--- src/rtl/cnn_pkg.sv ---
// Shared CNN constants and the window-tap addressing helper.
package cnn_pkg;

   localparam int DATA_W = 12;
   localparam int IMG_W  = 12;
   localparam int K      = 5;
   localparam int CNT_W  = $clog2(IMG_W);

   // Age (in accepted pixels) of window tap (r, c) relative to the newest pixel.
   function automatic int tap_age(input int r, input int c, input int img_w, input int k);
      return (k - 1 - r) * img_w + (k - 1 - c);
   endfunction

endpackage

--- src/rtl/conv2_tap_shift.sv ---
// Enable-gated pixel shift chain exposing a flat KW x KW window of taps.
module conv2_tap_shift
   import cnn_pkg::*;
#(
   parameter int WIDTH  = 12,
   parameter int STRIDE = 12,
   parameter int KW     = 5,
   parameter int DEPTH  = (KW - 1) * STRIDE + KW
) (
   input  logic                      clk,
   input  logic                      rst_n,
   input  logic                      en_i,
   input  logic [WIDTH-1:0]          din_i,
   output logic [KW*KW*WIDTH-1:0]    taps_o
);

   // Entry 0 (LSBs) holds the newest pixel.
   logic [DEPTH*WIDTH-1:0] chain_q;

   always_ff @(posedge clk or negedge rst_n) begin
      if (!rst_n) begin
         chain_q <= '0;
      end else if (en_i) begin
         chain_q <= {chain_q[(DEPTH-1)*WIDTH-1:0], din_i};
      end
   end

   for (genvar r = 0; r < KW; r++) begin : g_row
      for (genvar c = 0; c < KW; c++) begin : g_col
         localparam int AGE = tap_age(r, c, STRIDE, KW);
         assign taps_o[(r*KW+c)*WIDTH +: WIDTH] = chain_q[AGE*WIDTH +: WIDTH];
      end
   end

endmodule

--- src/rtl/conv2_window_5ks.sv ---
// 5x5 sliding-window generator over a raster pixel stream.
// Optional frame_done output enabled by defining CONV2_WIN_FRAME_DONE_EN.
module conv2_window_5ks #(
   parameter int DATA_W = cnn_pkg::DATA_W,
   parameter int IMG_W  = cnn_pkg::IMG_W,
   parameter int K      = cnn_pkg::K
) (
   input  logic              clk,
   input  logic              rst,
   input  logic              valid_in,
   input  logic [DATA_W-1:0] data_in,
   output logic [DATA_W-1:0] out_data_0,
   output logic [DATA_W-1:0] out_data_1,
   output logic [DATA_W-1:0] out_data_2,
   output logic [DATA_W-1:0] out_data_3,
   output logic [DATA_W-1:0] out_data_4,
   output logic [DATA_W-1:0] out_data_5,
   output logic [DATA_W-1:0] out_data_6,
   output logic [DATA_W-1:0] out_data_7,
   output logic [DATA_W-1:0] out_data_8,
   output logic [DATA_W-1:0] out_data_9,
   output logic [DATA_W-1:0] out_data_10,
   output logic [DATA_W-1:0] out_data_11,
   output logic [DATA_W-1:0] out_data_12,
   output logic [DATA_W-1:0] out_data_13,
   output logic [DATA_W-1:0] out_data_14,
   output logic [DATA_W-1:0] out_data_15,
   output logic [DATA_W-1:0] out_data_16,
   output logic [DATA_W-1:0] out_data_17,
   output logic [DATA_W-1:0] out_data_18,
   output logic [DATA_W-1:0] out_data_19,
   output logic [DATA_W-1:0] out_data_20,
   output logic [DATA_W-1:0] out_data_21,
   output logic [DATA_W-1:0] out_data_22,
   output logic [DATA_W-1:0] out_data_23,
   output logic [DATA_W-1:0] out_data_24,
`ifdef CONV2_WIN_FRAME_DONE_EN
   output logic              frame_done,
`endif
   output logic              valid_out
);

   localparam int CW = (IMG_W > 1) ? $clog2(IMG_W) : 1;

   logic [CW-1:0]          col_q, col_d, row_q, row_d;
   logic                   valid_q, valid_d;
   logic                   last_col, last_row, win_ok;
   logic [K*K*DATA_W-1:0]  taps;

   always_comb begin
      last_col = (col_q == CW'(IMG_W - 1));
      last_row = (row_q == CW'(IMG_W - 1));
      win_ok   = (row_q >= CW'(K - 1)) && (col_q >= CW'(K - 1));
      col_d    = col_q;
      row_d    = row_q;
      valid_d  = valid_in && win_ok;
      if (valid_in) begin
         col_d = last_col ? '0 : col_q + 1'b1;
         if (last_col) begin
            row_d = last_row ? '0 : row_q + 1'b1;
         end
      end
   end

   always_ff @(posedge clk or negedge rst) begin
      if (!rst) begin
         col_q   <= '0;
         row_q   <= '0;
         valid_q <= 1'b0;
      end else begin
         col_q   <= col_d;
         row_q   <= row_d;
         valid_q <= valid_d;
      end
   end

   assign valid_out = valid_q;

`ifdef CONV2_WIN_FRAME_DONE_EN
   logic frame_done_q, frame_done_d;

   // The last pixel of a frame always closes its final window.
   assign frame_done_d = valid_in && last_col && last_row;

   always_ff @(posedge clk or negedge rst) begin
      if (!rst) frame_done_q <= 1'b0;
      else      frame_done_q <= frame_done_d;
   end

   assign frame_done = frame_done_q;
`endif

   conv2_tap_shift #(
      .WIDTH  (DATA_W),
      .STRIDE (IMG_W),
      .KW     (K)
   ) u_shift (
      .clk    (clk),
      .rst_n  (rst),
      .en_i   (valid_in),
      .din_i  (data_in),
      .taps_o (taps)
   );

   assign out_data_0  = taps[ 0*DATA_W +: DATA_W];
   assign out_data_1  = taps[ 1*DATA_W +: DATA_W];
   assign out_data_2  = taps[ 2*DATA_W +: DATA_W];
   assign out_data_3  = taps[ 3*DATA_W +: DATA_W];
   assign out_data_4  = taps[ 4*DATA_W +: DATA_W];
   assign out_data_5  = taps[ 5*DATA_W +: DATA_W];
   assign out_data_6  = taps[ 6*DATA_W +: DATA_W];
   assign out_data_7  = taps[ 7*DATA_W +: DATA_W];
   assign out_data_8  = taps[ 8*DATA_W +: DATA_W];
   assign out_data_9  = taps[ 9*DATA_W +: DATA_W];
   assign out_data_10 = taps[10*DATA_W +: DATA_W];
   assign out_data_11 = taps[11*DATA_W +: DATA_W];
   assign out_data_12 = taps[12*DATA_W +: DATA_W];
   assign out_data_13 = taps[13*DATA_W +: DATA_W];
   assign out_data_14 = taps[14*DATA_W +: DATA_W];
   assign out_data_15 = taps[15*DATA_W +: DATA_W];
   assign out_data_16 = taps[16*DATA_W +: DATA_W];
   assign out_data_17 = taps[17*DATA_W +: DATA_W];
   assign out_data_18 = taps[18*DATA_W +: DATA_W];
   assign out_data_19 = taps[19*DATA_W +: DATA_W];
   assign out_data_20 = taps[20*DATA_W +: DATA_W];
   assign out_data_21 = taps[21*DATA_W +: DATA_W];
   assign out_data_22 = taps[22*DATA_W +: DATA_W];
   assign out_data_23 = taps[23*DATA_W +: DATA_W];
   assign out_data_24 = taps[24*DATA_W +: DATA_W];

endmodule

--- config.mk ---
export PLATFORM = sky130hd
export DESIGN_NAME = conv2_window_5ks
export DESIGN_NICKNAME = d
export VERILOG_FILES = /design/src/rtl/cnn_pkg.sv /design/src/rtl/conv2_tap_shift.sv /design/src/rtl/conv2_window_5ks.sv
export SDC_FILE = /design/constraint.sdc
export NUM_CORES = 1
export LEC_CHECK = 0
export BUFFER_PORTS_ARGS = -buffer_cell sky130_fd_sc_hd__buf_2
export CORE_MARGIN = 5
export CORE_UTILIZATION = 60
export DETAILED_ROUTE_END_ITERATION = 10
export PLACE_DENSITY_LB_ADDON = 0.15
export SYNTH_ARGS = -nofsm -noshare
export SYNTH_HDL_FRONTEND = slang
export SYNTH_SLANG_ARGS = --single-unit
--- constraint.sdc ---
create_clock -name clk -period 2.3 [get_ports clk]
set_input_delay 0.23 -clock clk [delete_from_list [all_inputs] [get_ports clk]]
set_output_delay 0.23 -clock clk [all_outputs]
set_load 0.02 [all_outputs]
==> impl_metrics.env <==
export IMPL_register_area_um2=16140
export IMPL_final_setup_worst_slack_ns=0.8207
export IMPL_setup_tns_ns=0
export IMPL_htree_levels=3
export IMPL_drv_cap=0
export IMPL_fmax_mhz=676.0
export IMPL_final_period_utilization=0.6432
export IMPL_power_leakage_uw=0.01469
export IMPL_synthAdderAreaFrac=0.0009507
export IMPL_grt_pass1_wl_um=71550
export IMPL_slew_headroom=0.6101
export IMPL_dr_first_iter_drc_count=611
export IMPL_synth_compound_area_frac=0.001996
export IMPL_async_flop_share=1.000
export IMPL_post_cts_buffers=0
export IMPL_cts_hold_buf=13
export IMPL_critPathArrivalTime_ns=1.93
export IMPL_syn_inst=1685
export IMPL_diodes=0
export IMPL_timing_worst_setup_path_type="reg2reg"
export IMPL_synth_top_flop_cell="dfrtp_1"
export IMPL_crit_fanout=4
export IMPL_clk_pin_slew_ns=0.06
export IMPL_peakVddDrop_mv=0.9816
export IMPL_synth_top_family_by_area="multiplexers"
export IMPL_clock_skew_ns=0.01324
export IMPL_first_pass_iters=4
export IMPL_drive_above_1_share=0.4830
export IMPL_start_util=0.6084
export IMPL_die_x_um=219.5
export IMPL_synth_area_top_cells="dfrtp_1, mux2_2, mux2_1, buf_4, buf_6"
export IMPL_start_kind="flop"
export IMPL_synthMuxAreaShare=0.2734
export IMPL_yosys_top_cells_count="dfrtp_1, mux2_2, buf_4"
export IMPL_overflow=0
export IMPL_cts_path_max_buffers=3
export IMPL_maxSlewViolCount=0
export IMPL_antenna_found_initial=0
export IMPL_antenna_left=0
export IMPL_worst_slew_pin_slew_ns=0.5848
export IMPL_ios=316
export IMPL_netlist_top_cell_by_area="dfrtp_1"
export IMPL_drc_errors=0
export IMPL_yosysUniqueCellTypes=19
export IMPL_nets=1764
export IMPL_syn_area_um2=26320
export IMPL_multi_input_area_um2=7376
export IMPL_clk_latency_ns=0.57
export IMPL_via_per_inst=5.237
export IMPL_place_gp_congestion=0.8287
export IMPL_grt_pass1_vias=13310
export IMPL_yosysMostFrequentCell="dfrtp_1"
export IMPL_port_buffers=315
export IMPL_ys_ff_latch=645
export IMPL_yosysSeqAreaShare=0.6132
export IMPL_cts_made_buffers=67
export IMPL_coreArea_um2=43270
export IMPL_netlist_area_leader_share=0.6132
export IMPL_dieArea_um2=48160
export IMPL_fillers=3110
export IMPL_syn_nets=1702
export IMPL_cts_tree="yes"
export IMPL_synth_xor_area_frac=0.0003327
export IMPL_cts_sinks=645
export IMPL_finalSetupViolations=0
export IMPL_num_vias=12430
export IMPL_min_path_type="in2reg"
export IMPL_grt_use_total=0.1840
export IMPL_syn_avg_cell_area_um2=15.62
export IMPL_power_density_nw_per_um2=1131
export IMPL_required_ns=2.75
export IMPL_dp_hpwl_um=28720
export IMPL_synth_edf_count=0
export IMPL_period_minus_slack_ns=1.479
export IMPL_synth_simple_gate_area_frac=0.003565
export IMPL_pre_cts_ws_ns=0.6405
export IMPL_grt_max_degree=78
export IMPL_wl_per_cell_um=18.23
export IMPL_ys_warn_count=0
export IMPL_die_h_um=219.5
export IMPL_rows=76
export IMPL_crit_path_end_kind="flop"
export IMPL_area_growth_pct=8.404
export IMPL_hold_viol=0
export IMPL_postCtsResizedCells=0
export IMPL_routed_wl_um=43270
export IMPL_ff2ff_setup_slack_ns=0.82
export IMPL_status="complete, no violations"
export IMPL_rsz0062_at_grt="no"
export IMPL_cts_root_buf="clkbuf_16"
per-layer routing:
layer | vias to the layer above | GRT usage | wire [um]
met5 | - | 0 | 0
li1 | 5629 | - | -
met2 | 219 | 0.3097 | 21980
met1 | 6515 | 0.2410 | 18070
met4 | 0 | 0.05338 | 1015
met3 | 70 | 0.04451 | 2208
critical path: stages (launching register included):
cell	delay, ns
dfrtp_1	0.42
ha_1	0.27
and4b_1	0.27
nand2_1	0.08
mux2_2	0.32
registers in the layout, indices dropped and copies added, names as in the netlist:
register	flops
col_q	4
row_q	4
u_shift.chain_q	636
valid_out	1
area by class of cell:
type,count,area share
Clock buffer,102,0.06950
Timing Repair Buffer,365,0.07726
Tap cell,585,0.02565
Clock inverter,9,0.003464
Sequential cell,645,0.5656
Multi-Input combinational cell,668,0.2585
placed cells by master (no fill, tap or decap), types with 5 or more instances in the layout:
master / count
buf_12: 16
nand2_1: 8
mux2_1: 218
buf_2: 313
clkbuf_1: 22
dfrtp_1: 645
clkinv_2: 6
dlygate4sd3_1: 13
buf_4: 21
o21ai_0: 5
mux2_2: 421
clkbuf_8: 9
clkbuf_16: 71
power by group:
part	switching (uW)	total [uW]	leakage, uW	internal [uW]
registers	1810	15900	0.00840	14100
clock network	4070	10200	0.00102	6140
logic	3190	6200	0.00526	3000
total	9070	32300	0.0147	23200
worst paths after layout:
| path | start | end | cells after the start |
|---|---|---|---|
| setup / recovery | col_q[0] | row_q[2] | 4 |
| hold / removal | valid_in | u_shift.chain_q[321] | 2 |
| setup reg to reg | col_q[0] | row_q[2] | 4 |
| hold reg to reg | u_shift.chain_q[400] | u_shift.chain_q[412] | 1 |
| max in group asynchronous | rst | u_shift.chain_q[371] | 3 |
| min in group asynchronous | rst | u_shift.chain_q[612] | 2 |
cell families after synthesis:
kind of cell,after synthesis
compound gates,8
xor+xnor,1
fa+ha+maj,2
buf+inv,372
flops,645
mux,639
simple gates,18
metrics by stage:
step	util	cells	total power [uW]	hold slack [ns]	instance area [um^2]
6_report	0.6595	2374	32280	0.1988	28530
5_1_grt	0.6595	2374	34030	0.1976	28530
4_1_cts	0.6595	2374	32770	0.1824	28530
3_5_place_dp	0.6084	2250	22350	0.2388	26320
3_3_place_gp	0.6084	2250	22060	0.2376	26320
2_1_floorplan	-	1685	21330	-0.06559	26320
Note: power is estimated with default switching activity, not from simulation.
